### src/rtl/scramble_move_generator_if.sv
// Move handshake between the scramble generator and the board-update logic.
//   MoveValid  master -> slave  MoveCode holds a move to be applied
//   MoveCode   master -> slave  0 = up, 1 = down, 2 = left, 3 = right (inverse is code^1)
//   MoveReady  slave -> master  board-update logic takes the move this cycle
interface scramble_move_generator_if;
  logic       MoveValid;
  logic       MoveReady;
  logic [1:0] MoveCode;

  modport master (
    output MoveValid,
    output MoveCode,
    input  MoveReady
  );

  modport slave (
    input  MoveValid,
    input  MoveCode,
    output MoveReady
  );
endinterface

### src/rtl/scramble_move_generator.sv
// Scramble move generator: on a rising edge of RandomPlease, issues a burst of RandNum
// pseudo-random moves taken from a free-running 16-bit Galois LFSR.
// Optional feature macro: SCRAMBLE_NO_UNDO_EN -- never issue a move that immediately undoes
// the previous accepted move of the same burst.
// Ports:
//   clk, rst_n    clock, asynchronous active-low reset
//   RandomPlease  scramble request level (rising edge starts a burst)
//   Abort         cancels a running burst without a Done pulse
//   moveIf        valid/ready move handshake (master side)
//   Busy          high from trigger until back in idle
//   Done          one-cycle pulse when a burst completes normally
//   MovesLeft     moves not yet accepted
module scramble_move_generator #(
  parameter int unsigned RandNum = 31,
  parameter logic [15:0] SEED    = 16'hACE1,
  parameter int unsigned CNT_W   = 8
) (
  input  logic                        clk,
  input  logic                        rst_n,
  input  logic                        RandomPlease,
  input  logic                        Abort,
  scramble_move_generator_if.master   moveIf,
  output logic                        Busy,
  output logic                        Done,
  output logic [CNT_W-1:0]            MovesLeft
);

  localparam logic [15:0]      LfsrMask = 16'hB400;
  localparam logic [CNT_W-1:0] BurstLen = CNT_W'(RandNum);

  typedef enum logic [1:0] {StIdle, StIssue, StDone} state_e;

  state_e           state_q, state_d;
  logic [15:0]      lfsr, lfsrNext;
  logic             RandomPlease_q;
  logic             trig;
  logic [1:0]       candidate;
  logic [1:0]       moveCode_q, moveCode_d;
  logic [CNT_W-1:0] movesLeft_q, movesLeft_d;

  assign trig = RandomPlease & ~RandomPlease_q;

  // The LFSR runs in every state so the scramble depends on when the player presses.
  always_comb begin
    if (lfsr == 16'h0) begin
      lfsrNext = SEED;
    end else if (lfsr[0]) begin
      lfsrNext = (lfsr >> 1) ^ LfsrMask;
    end else begin
      lfsrNext = lfsr >> 1;
    end
  end

`ifdef SCRAMBLE_NO_UNDO_EN
  logic [1:0] prevCode_q, prevCode_d;
  logic       prevValid_q, prevValid_d;
  logic       accept;

  assign accept = (state_q == StIssue) & moveIf.MoveReady & ~Abort;

  // prevCode_d already reflects a move accepted this cycle, so the replacement move loaded
  // alongside that accept is compared against it with no extra latency.
  always_comb begin
    prevCode_d  = prevCode_q;
    prevValid_d = prevValid_q;
    if ((state_q == StIdle) && trig) begin
      prevValid_d = 1'b0;
    end else if (accept) begin
      prevCode_d  = moveCode_q;
      prevValid_d = 1'b1;
    end
  end

  assign candidate = (prevValid_d && (lfsr[1:0] == (prevCode_d ^ 2'b01))) ?
                     (lfsr[1:0] ^ 2'b10) : lfsr[1:0];

  always_ff @(posedge clk or negedge rst_n) begin
    if (!rst_n) begin
      prevCode_q  <= 2'b00;
      prevValid_q <= 1'b0;
    end else begin
      prevCode_q  <= prevCode_d;
      prevValid_q <= prevValid_d;
    end
  end
`else
  assign candidate = lfsr[1:0];
`endif

  always_comb begin
    state_d     = state_q;
    moveCode_d  = moveCode_q;
    movesLeft_d = movesLeft_q;
    unique case (state_q)
      StIdle: begin
        if (trig) begin
          if (RandNum == 0) begin
            state_d = StDone;
          end else begin
            state_d     = StIssue;
            movesLeft_d = BurstLen;
            moveCode_d  = candidate;
          end
        end
      end
      StIssue: begin
        // Abort wins over a simultaneous handshake: that move is not counted.
        if (Abort) begin
          state_d     = StIdle;
          movesLeft_d = '0;
        end else if (moveIf.MoveReady) begin
          if (movesLeft_q != '0) begin
            movesLeft_d = movesLeft_q - CNT_W'(1);
          end
          if (movesLeft_q <= CNT_W'(1)) begin
            state_d = StDone;
          end else begin
            moveCode_d = candidate;
          end
        end
      end
      StDone: begin
        state_d     = StIdle;
        movesLeft_d = '0;
      end
      default: begin
        state_d     = StIdle;
        movesLeft_d = '0;
      end
    endcase
  end

  always_ff @(posedge clk or negedge rst_n) begin
    if (!rst_n) begin
      state_q        <= StIdle;
      lfsr           <= SEED;
      RandomPlease_q <= 1'b0;
      moveCode_q     <= 2'b00;
      movesLeft_q    <= '0;
    end else begin
      state_q        <= state_d;
      lfsr           <= lfsrNext;
      RandomPlease_q <= RandomPlease;
      moveCode_q     <= moveCode_d;
      movesLeft_q    <= movesLeft_d;
    end
  end

  assign moveIf.MoveValid = (state_q == StIssue);
  assign moveIf.MoveCode  = moveCode_q;
  assign Busy             = (state_q != StIdle);
  assign Done             = (state_q == StDone);
  assign MovesLeft        = movesLeft_q;

endmodule
### src/flat_wrapper.sv
// flat-port wrapper written by rule: the top's interface ports become plain ports
module scramble_move_generator_flat 
#(
  parameter int unsigned RandNum = 31,
  parameter logic [15:0] SEED    = 16'hACE1,
  parameter int unsigned CNT_W   = 8
)
  (clk, rst_n, RandomPlease, Abort, Busy, Done, MovesLeft, moveIf_MoveValid, moveIf_MoveCode, moveIf_MoveReady);
  scramble_move_generator_if moveIf_i ();
  input  logic clk;
  input  logic rst_n;
  input  logic RandomPlease;
  input  logic Abort;
  output logic Busy;
  output logic Done;
  output logic [CNT_W-1:0] MovesLeft;
  output wire logic [$bits(moveIf_i.MoveValid)-1:0] moveIf_MoveValid;
  output wire logic [$bits(moveIf_i.MoveCode)-1:0] moveIf_MoveCode;
  input wire logic [$bits(moveIf_i.MoveReady)-1:0] moveIf_MoveReady;
  assign moveIf_MoveValid = moveIf_i.MoveValid;
  assign moveIf_MoveCode = moveIf_i.MoveCode;
  assign moveIf_i.MoveReady = moveIf_MoveReady;
  scramble_move_generator #(.RandNum(RandNum), .SEED(SEED), .CNT_W(CNT_W)) u_core (.clk(clk), .rst_n(rst_n), .RandomPlease(RandomPlease), .Abort(Abort), .moveIf(moveIf_i), .Busy(Busy), .Done(Done), .MovesLeft(MovesLeft));
endmodule
### config.mk
export PLATFORM = sky130hd
export DESIGN_NAME = scramble_move_generator_flat
export DESIGN_NICKNAME = d
export VERILOG_FILES = /design/src/rtl/scramble_move_generator_if.sv /design/src/rtl/scramble_move_generator.sv /design/src/flat_wrapper.sv
export SDC_FILE = /design/constraint.sdc
export NUM_CORES = 1
export LEC_CHECK = 0
export ABC_AREA = 1
export CAP_MARGIN = 20
export CELL_PAD_IN_SITES_DETAIL_PLACEMENT = 0
export CELL_PAD_IN_SITES_GLOBAL_PLACEMENT = 1
export CORE_MARGIN = 2
export CORE_UTILIZATION = 36
export CTS_BUF_LIST = sky130_fd_sc_hd__clkbuf_16
export CTS_CLUSTER_SIZE = 12
export DETAILED_ROUTE_END_ITERATION = 8
export GPL_ROUTABILITY_DRIVEN = 0
export PLACE_DENSITY_LB_ADDON = 0.1
export SYNTH_ARGS = -nofsm -noshare
export SYNTH_HDL_FRONTEND = slang
export SYNTH_SLANG_ARGS = --single-unit
### constraint.sdc
create_clock -name clk -period 1.4 [get_ports clk]
set_input_delay 0.14 -clock clk [delete_from_list [all_inputs] [get_ports clk]]
set_output_delay 0.14 -clock clk [all_outputs]
set_load 0.005 [all_outputs]
==> results of run 1 <==
stage by stage:
step           cells  setup TNS (ns)  setup slack (ns)  hold slack [ns]  utilization (%)
4_1_cts          262         -0.0104          -0.00397            0.253             53.7
3_3_place_gp     248          -0.331           -0.0826            0.364             47.9
5_1_grt          263          -0.537           -0.0902            0.249             55.5
6_report         263         -0.0686           -0.0207            0.233             55.5
2_1_floorplan    172               0            0.0248           -0.156                -
3_5_place_dp     248          -0.439           -0.0720            0.363             47.9
flip-flops by register name, indices dropped and copies added (netlist names):
| register | count |
|---|---|
| u_core.RandomPlease_q | 1 |
| u_core.state_q | 2 |
| u_core.MovesLeft | 8 |
| u_core.lfsr | 16 |
| u_core.moveIf.MoveCode | 2 |
path summary, 6_finish.rpt:
path	start	endpoint	slack, ns
worst max-delay path	u_core.state_q[1]$_DFFE_PN0P_	u_core.MovesLeft[5]$_DFFE_PN0P_	-0.02
worst min-delay path	rst_n	u_core.MovesLeft[4]$_DFFE_PN0P_	0.23
worst max register to register	u_core.state_q[1]$_DFFE_PN0P_	u_core.MovesLeft[5]$_DFFE_PN0P_	-0.02
worst min register to register	u_core.lfsr[2]$_DFF_PN0_	u_core.lfsr[1]$_DFF_PN0_	0.38
max in group asynchronous	rst_n	u_core.lfsr[7]$_DFF_PN1_	0.91
min in group clk	u_core.lfsr[2]$_DFF_PN0_	u_core.lfsr[1]$_DFF_PN0_	0.38
final cells by class:
cell class                      count  area, µm²
Tap cell                           48       60.1
Clock inverter                      3       13.8
Fill cell                         369       1670
Sequential cell                    29        737
Multi-Input combinational cell    112        641
Inverter                           24        103
Timing Repair inverter              1       6.26
Timing Repair Buffer               41        392
Clock buffer                        5        125
cells by family (layout without fill, tap and decap cells):
group	Yosys count	in the layout	share of synthesized area, %
and+or+nand+nor	95	95	31.1
adders and majority gates	2	2	1.75
buffers and inverters	31	74	8.67
AOI/OAI and AO/OA	13	13	5.78
xor gates and xnor gates	2	2	1.23
DFF	29	29	51.5
cell usage after synthesis, types with 2 or more instances:
master	instances	area, µm²
nand2_1	48	180
dfrtp_1	21	526
nor2_1	19	71.3
inv_1	16	60.1
nand3_1	13	65.1
dfstp_2	8	210
clkbuf_1	7	26.3
inv_2	7	26.3
o21ai_2	4	35.0
nand4_1	3	18.8
o21ai_0	3	15.0
o21ai_1	3	15.0
a31oi_1	2	12.5
ha_1	2	25.0
nand2_2	2	12.5
nor2_2	2	12.5
nor2_4	2	22.5
nor4_1	2	12.5
metal layers:
metal	track usage [%]	routed length, µm	vias to the layer above
met5	0	0	-
met2	30.3	1910	23
met1	20.4	1470	614
met3	4.05	124	4
met4	7.14	63	0
li1	-	-	621
power breakdown:
part	internal (mW)	switching, mW
clock network	0.643	0.359
logic	1.03	1.13
registers	0.984	0.148
total	2.66	1.64
timing repair:
action,CTS,global route
pin swaps,4,6
buffers inserted,5,2
cloned,1,0
gates resized for setup,20,18
setup endpoints to repair,14,15
worst reg2reg max path, delay by kind of cell (launching register included):
family / cells / cell delay, ns
buf+inv: 4 / 0.38
flops: 1 / 0.45
simple gates: 6 / 0.49
cells in the final DEF (no fill, tap or decap), drive strengths merged, types with 2 or more instances in the layout:
cell type / synthesis / routed
nand3: 14 / 14
dfrtp: 21 / 21
inv: 24 / 26
dfstp: 8 / 8
buf: 0 / 24
o21ai: 10 / 10
nand4: 3 / 3
nor4: 2 / 2
dlygate4sd2: 0 / 4
nor2: 23 / 23
clkdlybuf4s50: 0 / 9
clkinv: 0 / 2
ha: 2 / 2
a31oi: 2 / 2
dlymetal6s2s: 0 / 3
nand2: 51 / 51
clkbuf: 7 / 5
==> key figures, run 1 <==
Floorplanning
  • I/O pin cnt: 18
  • Chip Width: 67 µm
  • Core Footprint: 0.00374 mm²
  • Die ar.: 0.00449 mm²
  • Die height: 67 µm
  • Rows: 22
  • Initial Utilization: 38.2%

Placement
  • IO buf count: 17
  • Placed cell areas: 0.00179 mm²
  • Detail Placement HPWL: 2480 µm

Global route
  • Vias in the first global route: 1230
  • First-pass GRT wire length: 5650 µm
  • Largest net degree at the start of global routing: 30
  • Initial antenna violation count: 0
  • GRT Overall Usage: 17.4%
  • Total gr overflow: 0

STA
  • Final count of hold timing violations: 0
  • Worst setup margin: -0.0207 ns
  • Slew headroom: 79.6%
  • Clk_skew: 0.00606 ns
  • RSZ-0062 raised after global routing: true
  • # setup viols final: 6
  • Worst-Margin Slew: 0.306 ns
  • Fin. max-slew vios: 0
  • Tcrit/Tclk final: 101%
  • Final Critical Period: 1.42 ns
  • F_max: 704 MHz

Synth
  • Register area share after synthesis: 51.5%
  • Cells after Synth: 172
  • Mean Syn Cell Area: 8.31 µm²
  • Post-synth EDFFs: 0
  • Post-synth top flop: dfrtp_1
  • FF+latch count, synth: 29
  • Post-Syn Area: 0.00143 mm²
  • Yosys warns: 0
  • Syn nets: 179
  • Async SR Flop Fraction: 100%
  • Yosys cell types: 26

Routing
  • Vias: 1262
  • DR iter-0 viols: 62
  • Vias per cell: 4.80
  • DR pass1 iterations: 4
  • # DRC: 0
  • WL final: 3570 µm
  • ANT nets after route: 0
  • Routed len/inst: 13.6 µm

Worst setup path
  • Slowest cell delay on critical path: 0.45 ns
  • Critical-path cell list: buf_6 > nor2_4 > buf_6 > nand2_4 > nand2_4 > inv_4 > nand2_8 > inv_8 > nand3_1 > nand2_1
  • CP arrival: 1.59 ns
  • Largest delay contributor family on the critical path: simple AND/OR/NAND/NOR gates
  • Critical Path Stages: 10
  • Type of the worst setup path: flip-flop to flip-flop
  • Crit-path slowest cell: dfrtp_2
  • Worst Path Buf+Inv: 4
  • Crit start category: flip-flop
  • CP Max Fanout: 7
  • Req. time, crit path: 1.57 ns
  • Nature of the critical path endpoint: flip-flop
  • Worst r2r path cells: 10

Power and ir drop
  • Overall Power: 4.30 mW
  • Pleak: 1.05 nW
  • Maximum vdd drop: 0.000937 V
  • Power density cells: 2070 mW/mm²

Clock network
  • Total CTS buffers: 5
  • CTS tree: yes
  • Clock root buffer: clkbuf_16
  • Worst-Skew Late Latency: 0.27 ns
  • Clk slew on worst S/H paths: 0.05 ns
  • Clock sinks: 29
  • H-tree levels: 2
  • CTS Buffer Depth: 2
  • Hold buffers post-CTS: 0

Final layout
  • Fin nets: 221
  • Post-route cell area: 0.00208 mm²
  • Diode count: 0
  • Layout area overhead: 45.4%
  • Layout cells sized above 1: 34.9%

Job
  • Max-Cap Viols: 0

Outcome
  • Status: finished, violations left
  • Violated checks: negative setup slack

Hold path
  • Hold Path Class: input pin to async pin
Power figures use the tool's default switching activity.
==> run 2: changes to the inputs <==
--- a/config.mk
+++ b/config.mk
@@ -16,6 +16,7 @@
 export DETAILED_ROUTE_END_ITERATION = 8
 export GPL_ROUTABILITY_DRIVEN = 0
 export PLACE_DENSITY_LB_ADDON = 0.1
+export SLEW_MARGIN = 20
 export SYNTH_ARGS = -nofsm -noshare
 export SYNTH_HDL_FRONTEND = slang
 export SYNTH_SLANG_ARGS = --single-unit
==> results of run 2 <==
Same layout as run 1: the final DEF is identical, and so are final timing and power.
